## config.mk

```make
export PLATFORM = sky130hd
export DESIGN_NAME = tohost_monitor
export DESIGN_NICKNAME = d
export VERILOG_FILES = /design/src/rtl/tohost_monitor_pkg.sv /design/src/rtl/cycle_timer.sv /design/src/rtl/tohost_monitor.sv
export SDC_FILE = /design/constraint.sdc
export NUM_CORES = 1
export LEC_CHECK = 0
export ABC_AREA = 1
export CAP_MARGIN = 40
export CORE_MARGIN = 2
export CORE_UTILIZATION = 42
export DETAILED_ROUTE_END_ITERATION = 7
export HOLD_SLACK_MARGIN = 0.15
export PLACE_DENSITY = 0.79
export SETUP_SLACK_MARGIN = 0.3
export SLEW_MARGIN = 10
export SYNTH_ARGS = -nofsm -noshare
export SYNTH_HDL_FRONTEND = slang
export SYNTH_SLANG_ARGS = --single-unit
```

## constraint.sdc

```tcl
create_clock -name clk -period 2.7 [get_ports clk]
set_input_delay 0.27 -clock clk [delete_from_list [all_inputs] [get_ports clk]]
set_output_delay 0.27 -clock clk [all_outputs]
set_load 0.01 [all_outputs]
```

## src/rtl/tohost_monitor_pkg.sv

```systemverilog
// tohost_monitor_pkg: shared types and word-alignment helpers for the tohost monitor
package tohost_monitor_pkg;

    typedef enum logic [1:0] {NONE = 2'd0, TOHOST = 2'd1, TIMEOUT = 2'd2} halt_cause_e;
    typedef enum logic [2:0] {RUN, READ, WAIT, EMIT, DONE} mon_state_e;

    // Helpers work on the widest supported address; callers truncate, so a
    // rounded-up end past the top of the space wraps to 0 and reads as empty.
    localparam int MAX_ADDR_W = 64;

    function automatic logic [MAX_ADDR_W-1:0] word_align(input logic [MAX_ADDR_W-1:0] addr, input int data_w);
        return addr & ~MAX_ADDR_W'(data_w / 8 - 1);
    endfunction

    function automatic logic [MAX_ADDR_W-1:0] word_align_up(input logic [MAX_ADDR_W-1:0] addr, input int data_w);
        return word_align(addr + MAX_ADDR_W'(data_w / 8 - 1), data_w);
    endfunction

endpackage

```

## src/rtl/cycle_timer.sv

```systemverilog
// cycle_timer: saturating enable-gated cycle counter with a one-shot limit compare
module cycle_timer #(
    parameter int          CNT_W = 32,
    parameter int unsigned LIMIT = 1000000
) (
    input  logic             clk,
    input  logic             reset,
    input  logic             en,
    output logic [CNT_W-1:0] count,
    output logic             expired
);

    always_ff @(posedge clk) begin
        if (reset)
            count <= '0;
        else if (en && count != '1)
            count <= count + CNT_W'(1);
    end

    assign expired = en && (LIMIT != 0) && count == CNT_W'(LIMIT - 1);

endmodule

```

## src/rtl/tohost_monitor.sv

```systemverilog
// tohost_monitor: halts on a tohost write or timeout, then streams the signature region
module tohost_monitor
    import tohost_monitor_pkg::*;
#(
    parameter int          ADDR_W         = 32,
    parameter int          DATA_W         = 32,
    parameter int unsigned TIMEOUT_CYCLES = 1000000,
    parameter int          CNT_W          = 32
) (
    input  logic              clk,
    input  logic              reset,
    input  logic [ADDR_W-1:0] cfg_tohost,
    input  logic [ADDR_W-1:0] cfg_sig_begin,
    input  logic [ADDR_W-1:0] cfg_sig_end,
    input  logic              mem_we,
    input  logic [ADDR_W-1:0] mem_addr,
    input  logic [DATA_W-1:0] mem_wdata,
    output logic              rd_en,
    output logic [ADDR_W-1:0] rd_addr,
    input  logic [DATA_W-1:0] rd_data,
    output logic              sig_valid,
    output logic [DATA_W-1:0] sig_data,
    output logic              sig_last,
    input  logic              sig_ready,
    output logic              done,
    output logic [1:0]        halt_cause,
    output logic [DATA_W-1:0] tohost_value,
    output logic [CNT_W-1:0]  cycle_count
);

    localparam logic [ADDR_W-1:0] WORD_BYTES = ADDR_W'(DATA_W / 8);

    mon_state_e        state, state_n;
    halt_cause_e       cause;
    logic [ADDR_W-1:0] ptr, sig_begin, sig_end;
    logic              hit, expired, halt, empty, fire;

    assign sig_begin = ADDR_W'(word_align(MAX_ADDR_W'(cfg_sig_begin), DATA_W));
    assign sig_end   = ADDR_W'(word_align_up(MAX_ADDR_W'(cfg_sig_end), DATA_W));
    assign empty     = sig_end <= sig_begin;
    assign hit       = state == RUN && mem_we && mem_wdata != '0 &&
                       word_align(MAX_ADDR_W'(mem_addr), DATA_W) == word_align(MAX_ADDR_W'(cfg_tohost), DATA_W);
    assign halt      = hit || (state == RUN && expired);
    assign fire      = sig_valid && sig_ready;

    cycle_timer #(.CNT_W(CNT_W), .LIMIT(TIMEOUT_CYCLES)) u_timer (
        .clk     (clk),
        .reset   (reset),
        .en      (state == RUN),
        .count   (cycle_count),
        .expired (expired)
    );

    always_ff @(posedge clk) begin
        if (reset)
            state <= RUN;
        else
            state <= state_n;
    end

    always_comb begin
        state_n = state;
        case (state)
            RUN:     if (halt) state_n = empty ? DONE : READ;
            READ:    state_n = WAIT;
            WAIT:    state_n = EMIT;
            EMIT:    if (fire) state_n = sig_last ? DONE : READ;
            default: state_n = state;
        endcase
    end

    always_ff @(posedge clk) begin
        if (reset) begin
            ptr          <= '0;
            sig_valid    <= 1'b0;
            sig_data     <= '0;
            sig_last     <= 1'b0;
            cause        <= NONE;
            tohost_value <= '0;
        end else begin
            if (halt) begin
                ptr   <= sig_begin;
                cause <= hit ? TOHOST : TIMEOUT;
                if (hit)
                    tohost_value <= mem_wdata;
            end
            if (state == WAIT) begin
                sig_data  <= rd_data;
                sig_valid <= 1'b1;
                sig_last  <= (ptr + WORD_BYTES) >= sig_end;
            end
            if (state == EMIT && fire) begin
                sig_valid <= 1'b0;
                ptr       <= ptr + WORD_BYTES;
            end
        end
    end

    assign rd_en      = state == READ;
    assign rd_addr    = ptr;
    assign done       = state == DONE;
    assign halt_cause = cause;

endmodule

```

==> impl_metrics.tcl <==
set metrics [dict create \
    status "complete, no violations" \
    routed_via_density 5.205 \
    gp_congestion 0.9553 \
    worstHoldPathCells 4 \
    die_h_um 156.2 \
    hold_violations 0 \
    row_count 55 \
    fp.dieArea_um2 24400 \
    synth_top_family_by_area "simple AND/OR/NAND/NOR gates" \
    grtUsageMet2_pct 55.10 \
    finalPower_mw 7.341 \
    fin_crit_sh_pct 97.81 \
    synth_warnings 0 \
    grt.busiest_layer "met2" \
    hold_path.class "input pin to register" \
    netlist_top_cells_count "390 x nand2_1, 253 x inv_1, 227 x nor2_1, 133 x dfxtp_1, 91 x a21oi_1" \
    cts_buffers 17 \
    clock_sinks 133 \
    synth-compound-area-share_pct 12.71 \
    crit_path_start_kind "register" \
    crit_chain "buf_6, nand3_4, inv_4, buf_4, nand3_1, inv_2, or2_2, nand2_1, inv_1, ha_1, nand2_1, nor2_2, nand4_1, nor2_1, nand2_2, nand3_2, nand2_1, a21oi_1" \
    clock_latency_ps 420 \
    nets 2319 \
    leakage_nw 7.385 \
    reg2regPathDepth 18 \
    worst_pin_slew_ps 669.9 \
    synthDominantCellAreaShare_pct 27.37 \
    slew_headroom_pct 55.29 \
    cp_slowest_cell "dfxtp_2" \
    crit_type "register to register" \
    fin_area_um2 16050 \
    crit_arrival_ps 2990 \
    async_flop_share_pct 0 \
    timing.setup.tns_ps 0 \
    ff2ff_setup_slack_ps 60 \
    cts-root-buf "clkbuf_16" \
    ys_ff_latch 133 \
    gr-usage-all-layers_pct 30.14 \
    cap_violations 0 \
    die_w_um 156.2 \
    fin_util_pct 70.66 \
    grt_use_met3_pct 5.472 \
    firstDrtPassIters 6 \
    critPathRequiredTime_ps 3040 \
    max-vdd-ir-drop_mv 0.5002 \
    end_kind "register" \
    synthCells 1574 \
    overflow 0 \
    max_stage_delay_ps 340 \
    wirelength_mm 39.06 \
    yosysUniqueCellTypes 40 \
    drc 0 \
    grt_max_degree 71 \
    synth_fa_ha_area_share_pct 7.974 \
    yosysSeqAreaShare_pct 27.37 \
    synth_area_leaders "dfxtp_1 27%, nand2_1 15%, inv_1 9.8%" \
    grt_pass1_wl_mm 57.97 \
    ctsHoldBuffers 0 \
    grt_pass1_vias 11850 \
    dp_cells 2291 \
    start_util_pct 42.84 \
    syn2layout_area_growth_pct 64.94 \
    place_area_um2 14320 \
    post-dp-hpwl_mm 29.45 \
    critPathMaxFanout 4 \
    synth_top_area_cell "dfxtp_1" \
    rsz0062_at_grt "yes" \
    synth_area_um2 9728 \
    drt_iter0_markers 846 \
    final_max_slew_viol_count 0 \
    routed-via-count 12290 \
    wl_per_cell_um 16.54 \
    clock_skew_ps 11.54 \
    synth-simple-area-share_pct 35.02 \
    fin_crit_ps 2641 \
    antenna_found_initial 3 \
    fmax_ghz 0.3787 \
    clk_pin_slew_worst_paths_ps 60 \
    ant_nets 0 \
    path_common_cell "nand2_1" \
    drive_gt1_share_pct 21.60 \
    io_pins 330 \
    core-area_um2 22710 \
    clock_path_buffers 2 \
    avgSynthCellArea_um2 6.180 \
    gr-usage-met1_pct 32.35 \
    finalNonFillerCells 2362 \
    cts_tree "done" \
    synth_xor_area_share_pct 4.322 \
    io_buffers 321 \
    htreeDepth 4 \
    setup_viol 0 \
    yosysMostFrequentCell "nand2_1" \
    synth_edf_count 0 \
    synth_ff_type "dfxtp_1" \
    muxShareOfSynthArea_pct 0 \
    p_per_area_nw_per_um2 457.5 \
]
## registers in the layout (all words and copies together), names as in the netlist
signal         count
u_timer.count     32
state              3
sig_valid          1
rd_addr           30
halt_cause         2
sig_data          32
sig_last           1
tohost_value      32
## path summary, 6_finish.rpt
check,from,end
worst max-delay path,rd_addr[3],sig_last
worst min-delay path,reset,sig_data[13]
worst max register to register,rd_addr[3],sig_last
worst min register to register,halt_cause[0],halt_cause[0]
## layout make-up
| class | instances | area [µm²] |
|---|---|---|
| Clock buffer | 19 | 452.9 |
| Sequential cell | 133 | 2690 |
| Clock inverter | 13 | 170.2 |
| Tap cell | 285 | 356.6 |
| Antenna cell | 3 | 7.507 |
| Multi-Input combinational cell | 1136 | 6650 |
| Inverter | 259 | 989.7 |
| Timing Repair Buffer | 514 | 4728 |
| Fill cell | 1851 | 6664 |
## kinds of logic after synthesis
family	after synthesis
xor+xnor	48
compound gates	222
buf+inv	306
other cells	1
fa+ha+maj	62
simple gates	802
flops	133
## layout by cell type (no fill, tap or decap), types with 23 or more instances in the layout
master / Yosys / final
a211oi_1: 30 / 30
a21oi_1: 91 / 85
buf_4: 6 / 176
clkdlybuf4s50_1: 0 / 292
dfxtp_1: 133 / 117
ha_1: 62 / 54
inv_1: 253 / 226
inv_2: 6 / 28
nand2_1: 390 / 346
nand2_2: 4 / 36
nand3_1: 53 / 43
nand4_1: 36 / 36
nor2_1: 227 / 199
nor2_4: 2 / 23
nor3_1: 40 / 24
o21ai_0: 85 / 80
xor2_1: 42 / 36
## through the flow
stage                     hold WS (ps)  setup slack, ps
after CTS                        278.1            75.40
after global placement           455.0           -777.5
final                            305.8            59.24
after floorplan                  404.9            46.84
after detailed placement         467.1           -860.2
after global routing             303.4           -138.7
## critical path: cells and delay by family, from the launching register on
kind	cells	cell delay (ps)
AOI/OAI and AO/OA	1	120
adders and majority gates	1	300
and+or+nand+nor	11	1340
DFF	1	340
buffers and inverters	5	450
## per-layer routing
metal | up-vias | share of wire (%)
li1 | 5984 | -
met1 | 5571 | 37
met2 | 599 | 50
met3 | 140 | 6.9
met4 | 0 | 6.0
met5 | - | 0
## where the power goes
group	leakage, nW	internal (mW)	switching, mW	total (mW)
clock	0.297	1.51	0.938	2.45
sequential	1.08	2.22	0.171	2.39
combinational	6.00	1.10	1.41	2.50
total	7.39	4.83	2.51	7.34
## repair_timing
| action | CTS | global route |
|---|---|---|
| setup endpoints to repair | 3 | 40 |
| gates resized for setup | 163 | 139 |
| buffers inserted | 22 | 14 |
| pin swaps | 62 | 78 |
No activity file was read; power rests on OpenSTA's default activity.
